===== src/rtl/common_ram_stream_reader.sv =====
// Streams LENGTH consecutive RAM words from BASE_ADDR as a valid/ready burst.
// Credit-limited 4-deep buffer absorbs the fixed RAM read latency.
//
// Ports:
//   clk, rst              clock, synchronous active-high reset
//   start/base_addr/length command strobe and fields (sampled in IDLE)
//   busy, done            command in progress / one-cycle completion pulse
//   ram_re/ram_raddr/ram_rdata  RAM read port
//   m_valid/m_ready/m_data/m_last  output stream
module common_ram_stream_reader #(
  parameter int    DATA_WIDTH = 8,
  parameter int    ADDR_WIDTH = 9,
  parameter int    LEN_WIDTH  = 10,
  parameter string OUTPUT_REG = "TRUE"
) (
  input  logic                  clk,
  input  logic                  rst,
  input  logic                  start,
  input  logic [ADDR_WIDTH-1:0] base_addr,
  input  logic [LEN_WIDTH-1:0]  length,
  output logic                  busy,
  output logic                  done,
  output logic                  ram_re,
  output logic [ADDR_WIDTH-1:0] ram_raddr,
  input  logic [DATA_WIDTH-1:0] ram_rdata,
  output logic                  m_valid,
  input  logic                  m_ready,
  output logic [DATA_WIDTH-1:0] m_data,
  output logic                  m_last
);

  localparam int RD_LAT = (OUTPUT_REG == "TRUE") ? 2 : 1;

  typedef enum logic [1:0] {
    S_IDLE,
    S_RUN,
    S_DRAIN,
    S_DONE
  } state_t;

  state_t                state_q, state_d;
  logic [LEN_WIDTH-1:0]  rem_q, rem_d;
  logic [LEN_WIDTH-1:0]  len_q, len_d;
  logic [LEN_WIDTH-1:0]  beat_q, beat_d;
  logic [ADDR_WIDTH-1:0] addr_q, addr_d;
  logic [RD_LAT-1:0]     pipe_q, pipe_d;
  logic [DATA_WIDTH-1:0] mem_q [4];
  logic [DATA_WIDTH-1:0] mem_d [4];
  logic [1:0]            wr_q, wr_d;
  logic [1:0]            rd_q, rd_d;
  logic [2:0]            cnt_q, cnt_d;

  logic [2:0] in_flight;
  logic       push;
  logic       pop;

  // Reads already issued but not yet landed in the buffer.
  always_comb begin
    in_flight = '0;
    for (int i = 0; i < RD_LAT; i++) begin
      in_flight = in_flight + 3'(pipe_q[i]);
    end
  end

  // Credit check uses pre-pop occupancy, so a landing word always has a slot.
  assign ram_re = (state_q == S_RUN) && (rem_q != '0)
                  && ((in_flight + cnt_q) < 3'd4);
  assign ram_raddr = addr_q;

  assign push    = pipe_q[RD_LAT-1];
  assign m_valid = (cnt_q != '0);
  assign pop     = m_valid && m_ready;
  assign m_data  = m_valid ? mem_q[rd_q] : '0;
  assign m_last  = m_valid && (beat_q == (len_q - LEN_WIDTH'(1)));

  assign busy = (state_q == S_RUN) || (state_q == S_DRAIN);
  assign done = (state_q == S_DONE);

  always_comb begin
    state_d = state_q;
    rem_d   = rem_q;
    len_d   = len_q;
    beat_d  = beat_q;
    addr_d  = addr_q;
    wr_d    = wr_q;
    rd_d    = rd_q;
    cnt_d   = cnt_q;
    mem_d   = mem_q;
    pipe_d  = '0;

    unique case (state_q)
      S_IDLE: begin
        if (start) begin
          len_d   = length;
          rem_d   = length;
          addr_d  = base_addr;
          beat_d  = '0;
          state_d = (length != '0) ? S_RUN : S_DONE;
        end
      end
      S_RUN: begin
        if (ram_re) begin
          addr_d = addr_q + ADDR_WIDTH'(1);
          rem_d  = rem_q - LEN_WIDTH'(1);
          if (rem_q == LEN_WIDTH'(1)) state_d = S_DRAIN;
        end
      end
      S_DRAIN: begin
        if (pop && m_last) state_d = S_DONE;
      end
      S_DONE: state_d = S_IDLE;
      default: state_d = S_IDLE;
    endcase

    pipe_d[0] = ram_re;
    for (int i = 1; i < RD_LAT; i++) begin
      pipe_d[i] = pipe_q[i-1];
    end

    if (push) begin
      mem_d[wr_q] = ram_rdata;
      wr_d        = wr_q + 2'd1;
    end
    if (pop) begin
      rd_d   = rd_q + 2'd1;
      beat_d = beat_q + LEN_WIDTH'(1);
    end
    cnt_d = cnt_q + 3'(push) - 3'(pop);
  end

  always_ff @(posedge clk) begin
    if (rst) begin
      state_q <= S_IDLE;
      rem_q   <= '0;
      len_q   <= '0;
      beat_q  <= '0;
      addr_q  <= '0;
      pipe_q  <= '0;
      wr_q    <= '0;
      rd_q    <= '0;
      cnt_q   <= '0;
      for (int i = 0; i < 4; i++) mem_q[i] <= '0;
    end else begin
      state_q <= state_d;
      rem_q   <= rem_d;
      len_q   <= len_d;
      beat_q  <= beat_d;
      addr_q  <= addr_d;
      pipe_q  <= pipe_d;
      wr_q    <= wr_d;
      rd_q    <= rd_d;
      cnt_q   <= cnt_d;
      for (int i = 0; i < 4; i++) mem_q[i] <= mem_d[i];
    end
  end

endmodule


===== config.mk =====
export PLATFORM = sky130hd
export DESIGN_NAME = common_ram_stream_reader
export DESIGN_NICKNAME = d
export VERILOG_FILES = /design/src/rtl/common_ram_stream_reader.sv
export SDC_FILE = /design/constraint.sdc
export NUM_CORES = 1
export LEC_CHECK = 0
export CAP_MARGIN = 20
export CORE_ASPECT_RATIO = 1.1
export CORE_UTILIZATION = 30
export DETAILED_ROUTE_END_ITERATION = 8
export PLACE_DENSITY = 0.46
export SLEW_MARGIN = 20
export SYNTH_ARGS = -nofsm -noshare
export SYNTH_HDL_FRONTEND = slang
export SYNTH_SLANG_ARGS = --single-unit

===== constraint.sdc =====
create_clock -name clk -period 4.6 [get_ports clk]
set_clock_uncertainty 0.2 [all_clocks]
set_input_delay 0.92 -clock clk [delete_from_list [all_inputs] [get_ports clk]]
set_output_delay 0.92 -clock clk [all_outputs]
set_load 0.01 [all_outputs]

# ---- Word level (Yosys, flattened, before mapping)
# Cells that the tools add are included.
dict set report word_totals {
  n_memories 0
  rom_bits 0
  wordCells 78
  regBits 82
  in_bits 31
  latch_bits 0
  ram_bits 0
  out_inout_bits 22
}
dict set report op_classes {
  n_bitwise 2
  multipliers 0
  shifts 0
  mux 22
  n_reduce_logical 18
  order_cmp 4
  eq_ne 9
  div_mod_pow 0
  add_sub_neg 10
}
# op count
set op_table {}
lappend op_table {{$mux W10} 5}
lappend op_table {{$bwmux W32} 1}
lappend op_table {{$mux W8} 4}
lappend op_table {{$pmux W10 S2} 1}
lappend op_table {{$reduce_bool A10 Y1} 2}
lappend op_table {{$sub A10 B1 Y10 const B} 2}
lappend op_table {{$mux W9} 2}
lappend op_table {{$pmux W9 S2} 1}
lappend op_table {{$bmux W8 S2} 1}
lappend op_table {{$demux W8 S2} 1}
lappend op_table {{$add A10 B1 Y10 const B} 1}
lappend op_table {{$eq A10 B1 Y1 const B} 1}
lappend op_table {{$eq A10 B10 Y1} 1}
lappend op_table {{$mux W2} 5}
lappend op_table {{$add A9 B1 Y9 const B} 1}
lappend op_table {{$pmux W2 S4} 1}
lappend op_table {{$ge A3 B3 Y1 const B} 2}
lappend op_table {{$logic_and A1 B1 Y1} 6}
lappend op_table {{$not A2 Y3} 2}
lappend op_table {{$reduce_bool A2 Y1} 3}
lappend op_table {{$add A2 B1 Y2 const B} 2}
lappend op_table {{$eq A2 B2 Y1 const B} 2}
lappend op_table {{$ne A2 B1 Y1 const B} 2}
lappend op_table {{$ne A2 B2 Y1 const B} 2}
lappend op_table {{13 further kinds} 14}

# ---- Depth between registers and ports, before layout
# Gate-level depths: netlist (run 1).
dict set report depth {
  word_depth 6
  ltp_mapped 13
  depth_no_buf 11
}

# ---- Worst setup path after synthesis (run 1)
# OpenSTA, ideal clock, no wires.
dict set report synth_path {
  path_kind {input to register}
  startpoint {input m_ready}
  endpoint {register cnt_q[2]}
  setup_time_ps 128
  path_buffers 1
  required_time_ps 4272
  arrival_time_ps 2565
  stages 11
  setup_slack_ps 1707
  cell_sequence {nand2_1 > inv_1 > buf_2 > ha_1 > inv_1 > ha_1 > inv_1 > fa_1 > xor2_1 > xnor2_1 > nor2_1}
}
dict set report synth_via {
  elab_chain_len 2
}
# item line
set synth_rtl {}
lappend synth_rtl {{start, declared} 27} ;# input logic m_ready,
lappend synth_rtl {{$logic_and A1 B1 Y1} 72} ;# assign pop = m_valid && m_ready;
lappend synth_rtl {{net pop} 55} ;# logic pop;
lappend synth_rtl {{$sub A3 B1 Y3} 128} ;# cnt_d = cnt_q + 3'(push) - 3'(pop);
lappend synth_rtl {{end signal, assigned} 152} ;# cnt_q <= cnt_d;
lappend synth_rtl {{end, declared} 51} ;# logic [2:0] cnt_q, cnt_d;
# The timed path passes the listed nets, and every way through them passes these cells.
# A chain may end at the register's enable or synchronous reset.

# ---- Worst setup path in the final report (run 1)
dict set report layout_path {
  startpoint {register len_q[0]}
  endpoint {output m_last}
}
dict set report layout_via {
  elab_chain_len 3
}
# item line
set layout_rtl {}
lappend layout_rtl {{start, declared} 43} ;# logic [LEN_WIDTH-1:0] len_q, len_d;
lappend layout_rtl {{start signal, assigned} 146} ;# len_q <= len_d;
lappend layout_rtl {{$sub A10 B1 Y10} 74} ;# assign m_last = m_valid && (beat_q == (len_q - LEN_WIDTH'(1)));
lappend layout_rtl {{$eq A10 B10 Y1} 74}
lappend layout_rtl {{$logic_and A1 B1 Y1} 74}
lappend layout_rtl {{end, declared} 29} ;# output logic m_last
# Every way passes these cells.

==> results of run 1 <==
critical path, delay by kind of cell, from the launching register on:
kind / cells / cell delay, ps
AND/OR/NAND/NOR: 3 / 820
buffers and inverters: 2 / 650
flip-flops: 1 / 350
adder cells (fa/ha/maj): 1 / 240
XOR/XNOR: 1 / 180
power groups by stage:
stage	registers (mW)	clock network (mW)	logic (mW)
finish	0.983	0.703	1.07
global route	1.01	0.757	1.20
CTS	0.986	0.728	1.08
detailed placement	1.00	0	1.07
global placement	0.998	0	1.06
floorplan	0.951	0	0.777
cell families (layout without fill, tap and decap cells):
| kind of cell | Yosys count | after routing | synth area share (%) |
|---|---|---|---|
| AO/OA/AOI/OAI | 131 | 131 | 17.8 |
| XOR/XNOR | 19 | 19 | 4.27 |
| adder cells (fa/ha/maj) | 17 | 17 | 5.01 |
| buffers and inverters | 50 | 91 | 4.59 |
| flip-flops | 82 | 82 | 37.4 |
| multiplexers | 12 | 12 | 5.07 |
| AND/OR/NAND/NOR | 240 | 240 | 25.9 |
flip-flops by register name, summed over array words and instances (netlist names), 3 cells and up:
| name | count |
|---|---|
| len_q | 10 |
| beat_q | 10 |
| ram_raddr | 9 |
| mem_q | 32 |
| cnt_q | 3 |
| rem_q | 10 |
routing by layer:
metal	global-route usage (%)	part of all wire, %	vias to the layer above	routed length, um
met5	0	0	-	0
met1	20.2	45	1877	5440
li1	-	-	1993	-
met4	8.17	2.5	0	307
met2	28.5	49	70	5880
met3	2.44	3.4	18	405
path summary, 6_finish.rpt:
check,from,end,depth (start not counted)
setup / recovery,len_q[0],m_last,7
hold / removal,mem_q[5],mem_q[5],2
setup reg to reg,cnt_q[0],cnt_q[2],11
hold reg to reg,mem_q[5],mem_q[5],2
placed cells by master, fill, tap and decap left out, types with 12 or more instances in the layout:
master and count:
dfxtp_1 82, inv_1 16, nand2_1 92, o21ai_0 19, ha_1 16, clkdlybuf4s50_1 51
nor2_1 45, a21oi_1 69, nand3_1 44, and2_1 12
cell type report:
cell class | count | area [um^2] | share of cell area [%]
clock buffer | 13 | 270 | 5.04
clock inverter | 3 | 22.5 | 0.420
inverter | 17 | 63.8 | 1.19
multi-input combinational | 419 | 2550 | 47.6
sequential | 82 | 1640 | 30.6
tap | 192 | 240 | 4.48
timing repair buffer | 58 | 573 | 10.7
stage by stage:
step	hold slack (ps)	utilization [%]	total power, mW	setup WS (ps)	cells
2_1_floorplan	233	-	1.73	1710	551
3_3_place_gp	240	35.2	2.05	994	767
3_5_place_dp	246	35.4	2.07	963	768
4_1_cts	254	37.4	2.79	896	784
5_1_grt	277	37.4	2.97	745	784
6_report	254	37.4	2.76	910	784
==> impl_metrics.yaml, run 1 <==
outcome:
  outcome: "complete, no violations"
die:
  chipWidth_um: 117
  die-area_mm2: 0.0151
  fp.coreArea_mm2: 0.0143
  placementRows: 46
  initial_core_util_pct: 30.7
  io_pins: 53
  die_height_um: 129
synthesis:
  syn-num-nets: 599
  yosysTopAreaCellShare_pct: 37.4
  yosys-top-cells-count: "nand2_1, dfxtp_1, a21oi_1, nor2_1, nand3_1"
  ys_ff_latch: 82
  synth_edf_count: 0
  synth_cells: 551
  synth_top_cell_by_area: "dfxtp_1"
  synth_area_mm2: 0.00439
  ys_types: 55
  yosysSeqAreaShare_pct: 37.4
  yosysMostFrequentCell: "nand2_1"
  synth.avg_cell_area_um2: 7.97
  ys_async_sr_fraction_pct: 0
  ys.flop_type: "dfxtp_1"
  synth.area.top_cells: "dfxtp_1, a21oi_1, nand2_1"
  yosysWarnings: 0
power:
  vdd_drop_max_mv: 0.161
  p_int_mw: 1.69
  power_switching_share_pct: 38.8
  p_seq_share_pct: 35.7
  comb_power_share_pct: 38.8
  clkPwrFrac_pct: 25.5
  power.switching_mw: 1.07
  power_leakage_nw: 1.94
  p_per_area_mw_per_mm2: 514
layout:
  fill_cells: 1490
  drive_above_1_share_pct: 7.26
  nets: 635
  antenna_cells: 0
  syn2layout_area_growth_pct: 22.0
  postLayoutCellArea_mm2: 0.00536
cts:
  clock_latency_ps: 340
  h-tree-depth: 3
  cts_setup_buffers: 0
  clockRootBuffer: "clkbuf_16"
  cts.repair.resized: 0
  clockBufferDepth: 2
  cts.clk_slew.worst_paths_ps: 60
  cts-hold-fix-buffers: 0
  cts_sinks: 82
  cts_tree: "yes"
  cts_buffers: 9
sta:
  fin_setup_tns_ps: 0
  hold_viol_final: 0
  finalSetupViolations: 0
  finalCritPeriodShare_pct: 80.2
  tightest_slew_ps: 682
  finalCriticalPeriod_ps: 3690
  rsz0062_at_grt: "false"
  slew_viol_final: 0
  timing.fmax_mhz: 271
  max_slew_margin_pct: 54.4
route:
  via_count: 3958
  wl_per_cell_um: 15.4
  dr.pass1.iters: 4
  vias_per_cell: 5.05
  drc: 0
  antenna_left: 0
  drtIter0Drc: 240
  wirelength_um: 12000
placed_design:
  place_area_mm2: 0.00507
  hpwlAfterDp_um: 8320
  place.gp.congestion: 0.752
  io_buffer_count: 52
global_route:
  grtUsageTotal_pct: 16.5
  grt_pass1_wl_um: 19600
  grt_remaining_overflow: 0
  grt_max_degree: 42
  antenna_found_initial: 0
  grt_pass1_vias: 3869
setup_path:
  cp_max_fo: 5
  path_cells: "inv_1 > ha_1 > nor4b_4 > or2b_1 > xnor2_1 > nor4_1 > clkdlybuf4s50_1"
  max_stage_delay_ps: 580
  critPathSlowestCell: "clkdlybuf4s50_1"
  worstPathRequired_ps: 3480
  reg2reg_slack_ps: 1400
  critical_path_class: "flip-flop to primary output"
  end_kind: "primary output"
  startpoint_type: "flip-flop"
  cp_data_arrival_time_ps: 2570
hold_path:
  hold_class: "flip-flop to flip-flop"
job:
  cap_violations: 0
(Power assumes the default switching activity.)
==> run 2, diff against run 1 <==
clock period = 3.4 ns   (was 4.6 ns; I/O delays follow)
==> run 2 against run 1 <==
Sequential power increased by 32%. Largest cell class unchanged. Largest power group unchanged. Highest routed layer unchanged. Non-clock buffer count is 6 higher. Final cell count grew 0.77%. Critical path type unchanged.
==> impl_metrics.yaml, run 2 (synthesis results as in run 1) <==
outcome:
  outcome: "complete, no violations"
route:
  antenna_left: 0
  drc: 0
  wl_per_cell_um: 15.0
  dr.pass1.iters: 4
  wirelength_um: 11900
  via_count: 3990
  vias_per_cell: 5.05
  drtIter0Drc: 200
setup_path:
  end_kind: "primary output"
  critical_path_class: "flip-flop to primary output"
  cp_data_arrival_time_ps: 2270
  reg2regPathDepth: 12
  cp_max_fo: 5
  startpoint_type: "flip-flop"
  worstPathRequired_ps: 2520
placed_design:
  dp_slack_ps: 268
  io_buffer_count: 52
  place_area_mm2: 0.00511
  place.gp.congestion: 0.761
  hpwlAfterDp_um: 8190
cts:
  cts_tree: "yes"
  cts-hold-fix-buffers: 0
  h-tree-depth: 3
  clockRootBuffer: "clkbuf_16"
  cts_buffers: 9
  cts_sinks: 82
  clockBufferDepth: 2
  clock_latency_ps: 340
  cts.clk_slew.worst_paths_ps: 60
global_route:
  grt_max_degree: 69
  use_met3_pct: 2.62
  grt_pass1_vias: 3802
  grt_use_met2_pct: 27.1
  grt_busiest_layer: "met2"
  grtUsageTotal_pct: 16.1
  use_met1_pct: 20.7
  grt_remaining_overflow: 0
  grt_pass1_wl_um: 19300
  antenna_found_initial: 1
die:
  initial_core_util_pct: 30.7
  fp.coreArea_mm2: 0.0143
  die-area_mm2: 0.0151
  placementRows: 46
  chipWidth_um: 117
  die_height_um: 129
  io_pins: 53
sta:
  finalCritPeriodShare_pct: 92.5
  rsz0062_at_grt: "false"
  timing.fmax_mhz: 318
  tightest_slew_ps: 481
  finalWorstSetupSlack_ps: 254
  max_slew_margin_pct: 67.7
  finalSetupViolations: 0
  slew_viol_final: 0
  fin_setup_tns_ps: 0
  finalCriticalPeriod_ps: 3150
  hold_viol_final: 0
layout:
  multiInputGateArea_mm2: 0.00255
  syn2layout_area_growth_pct: 22.6
  mostFrequentLayoutCells: "nand2_1, dfxtp_1, a21oi_1, clkdlybuf4s50_1, nor2_1"
  postLayoutCoreUtil_pct: 37.6
  largest_register: "mem_q"
  largest_reg_flops: 32
  nets: 641
  regArea_mm2: 0.00164
  fill_cells: 1483
  antenna_cells: 0
  mostFrequentLayoutCell: "nand2_1"
  drive_above_1_share_pct: 8.19
  postLayoutCellArea_mm2: 0.00538
power:
  power_leakage_nw: 1.97
  vdd_drop_max_mv: 0.238
  p_per_area_mw_per_mm2: 694
  power_mw: 3.74
job:
  cap_violations: 0
hold_path:
  worstHoldPathCells: 2
  hold_class: "flip-flop to flip-flop"
==> run 2: metal layers <==
metal  vias up  wire length (um)
met2        68              5580
li1       2007                 -
met3        13               435
met1      1902              5670
met4         0               199
met5         -                 0
==> run 2: critical path, cell delays in order (launching register included) <==
cell	delay, ps
dfxtp_1	350
inv_1	70
ha_1	240
nor4b_4	250
or2b_1	280
xnor2_1	170
nor4_1	270
dlygate4sd2_1	300
==> run 2: final timing paths <==
check,from,to,slack [ps]
worst min register to register,mem_q[15],mem_q[15],250
worst max register to register,cnt_q[2],cnt_q[2],740
worst max-delay path,len_q[0],m_last,250
worst min-delay path,mem_q[15],mem_q[15],250
==> run 2: where the power goes <==
group	switching, mW	total (mW)	internal [mW]
Sequential	0.180	1.30	1.12
Clock	0.417	0.914	0.496
Combinational	0.875	1.52	0.648
==> run 2: final cells by class <==
| type | instances | area share, % |
|---|---|---|
| clock buffer | 10 | 4.25 |
| clock inverter | 6 | 0.790 |
| inverter | 17 | 1.19 |
| multi-input combinational | 419 | 47.4 |
| sequential | 82 | 30.5 |
| tap | 192 | 4.46 |
| timing repair buffer | 64 | 11.5 |
==> run 2: timing repair <==
action                                  in CTS  in global routing
endpoints found under the hold margin        0                  0
resized for setup                            1                  0
endpoints found under the setup margin       1                  0
buffers inserted                             1                  0
==> run 2: through the flow <==
stage / hold WS, ps / instances
floorplan: 233 / 551
finish: 255 / 790
global placement: 240 / 773
global route: 271 / 790
detailed placement: 247 / 773
CTS: 255 / 790
==> run 3, diff against run 2 <==
PLACE_DENSITY = 0.48   (was 0.46)
SLEW_MARGIN = 30   (was 20)
==> run 3 against run 2 <==
Sequential cell count unchanged. Sequential power barely moved. Die area unchanged. Routed wire length is 0.66% higher. Hold slack got worse by 1.6 ps. Non-clock buffer count stayed put. Worst setup slack improved by 43 ps. Maximum frequency increased by 1.4%.
==> impl_metrics.yaml, run 3 (synthesis results as in run 1) <==
outcome:
  outcome: "complete, no violations"
route:
  via_count: 3980
  wl_per_cell_um: 15.1
  antenna_left: 0
  wirelength_um: 12000
  drc: 0
  drtIter0Drc: 217
  vias_per_cell: 5.04
  dr.pass1.iters: 4
sta:
  finalCritPeriodShare_pct: 91.3
  finalCriticalPeriod_ps: 3100
  holdWs_ps: 253
  tightest_slew_ps: 828
  max_slew_margin_pct: 44.8
  hold_viol_final: 0
  fin_setup_tns_ps: 0
  rsz0062_at_grt: "false"
  slew_viol_final: 0
  timing.fmax_mhz: 322
  finalWorstSetupSlack_ps: 297
  finalSetupViolations: 0
cts:
  cts_buffers: 9
  cts_sinks: 82
  cts_tree: "yes"
  h-tree-depth: 3
  cts.clk_slew.worst_paths_ps: 60
  clockRootBuffer: "clkbuf_16"
  clock_latency_ps: 340
  clockBufferDepth: 2
power:
  p_int_mw: 2.34
  vdd_drop_max_mv: 0.268
  clkPwrFrac_pct: 26.1
  power.switching_mw: 1.48
  power_leakage_nw: 2.00
  power_switching_share_pct: 38.8
  p_per_area_mw_per_mm2: 706
  comb_power_share_pct: 39.9
  p_seq_share_pct: 34.0
global_route:
  antenna_found_initial: 0
  grt_pass1_vias: 3907
  use_met3_pct: 2.70
  grt_busiest_layer: "met2"
  grt_remaining_overflow: 0
  grt_max_degree: 44
  grtUsageTotal_pct: 16.7
  grt_use_met2_pct: 28.7
  use_met1_pct: 21.3
  grt_pass1_wl_um: 20000
layout:
  drive_above_1_share_pct: 8.36
  nets: 641
  postLayoutCellArea_mm2: 0.00542
  mostFrequentLayoutCells: "nand2_1, dfxtp_1, a21oi_1, clkdlybuf4s50_1, nor2_1"
  multiInputGateArea_mm2: 0.00255
  regArea_mm2: 0.00164
  largest_reg_flops: 32
  antenna_cells: 0
  largest_register: "mem_q"
  fill_cells: 1482
  mostFrequentLayoutCell: "nand2_1"
  syn2layout_area_growth_pct: 23.3
setup_path:
  startpoint_type: "flip-flop"
  reg2regPathDepth: 12
  critPathBufInv: 2
  path_cells: "ha_1 > a21o_1 > a32oi_1 > nand3_1 > inv_1 > clkdlybuf4s50_1"
  worstPathRequired_ps: 2520
  end_kind: "primary output"
  crit_cells: 6
  cp_max_fo: 3
  critical_path_class: "flip-flop to primary output"
  max_stage_delay_ps: 530
  cp_top_family: "buffers and inverters"
  cp_data_arrival_time_ps: 2220
  critPathSlowestCell: "clkdlybuf4s50_1"
die:
  placementRows: 46
  chipWidth_um: 117
  die_height_um: 129
  initial_core_util_pct: 30.7
  io_pins: 53
  die-area_mm2: 0.0151
  fp.coreArea_mm2: 0.0143
placed_design:
  place.gp.congestion: 0.778
  place_area_mm2: 0.00511
  dp_slack_ps: 319
  io_buffer_count: 52
  hpwlAfterDp_um: 8260
hold_path:
  worstHoldPathCells: 2
  hold_class: "flip-flop to flip-flop"
job:
  cap_violations: 0
## run 3: changes by cell type in the layout (fill, tap and decap cells not counted), sizes merged
cell and delta:
clkinv -2, inv +2, bufinv +1, clkbuf -1, dlygate4sd2 -1, dlymetal6s2s +1
## run 3: power groups by stage
| stage | clock (mW) | combinational (mW) | sequential [mW] |
|---|---|---|---|
| 5_1_grt | 1.07 | 1.71 | 1.33 |
| 3_5_place_dp | 0 | 1.52 | 1.32 |
| 3_3_place_gp | 0 | 1.51 | 1.31 |
| 4_1_cts | 1.03 | 1.54 | 1.30 |
| 2_1_floorplan | 0 | 1.05 | 1.29 |
| 6_report | 0.999 | 1.53 | 1.30 |
## run 3: repair_timing
item	CTS	global route
endpoints found under the setup margin	1	1
resized for setup	0	1
buffers inserted	1	0
hold buffers	0	0
hold endpoints to repair	0	0
## run 3: layout make-up
type                            instances  area share (%)
Multi-Input combinational cell        419            47.1
Sequential cell                        82            30.3
Timing Repair Buffer                   64            11.5
Tap cell                              192            4.43
Clock buffer                            9            4.16
Clock inverter                          7            1.41
Inverter                               17            1.18
## run 3: path summary, 6_finish.rpt
kind | start | endpoint | slack (ps)
max | pipe_q[0] | ram_re | 300
min | mem_q[9] | mem_q[9] | 250
max reg2reg | cnt_q[1] | cnt_q[2] | 720
min reg2reg | mem_q[9] | mem_q[9] | 250
## run 3: routing by layer
metal | vias up | share of wire (%)
met5 | - | 0
met4 | 0 | 1.5
met3 | 8 | 2.6
met2 | 72 | 50
met1 | 1892 | 46
li1 | 2008 | -
## run 3: through the flow
stage / instances / power, mW / util (%)
finish: 790 / 3.83 / 37.8
global route: 790 / 4.11 / 37.8
CTS: 790 / 3.87 / 37.8
detailed placement: 773 / 2.85 / 35.6
global placement: 773 / 2.82 / 35.6
floorplan: 551 / 2.34 / -
## run 3: tightest hold or removal path, cell delays in order (launching register included)
cell     delay, ps
dfxtp_1        300
nand2_1         50
a21oi_1         50
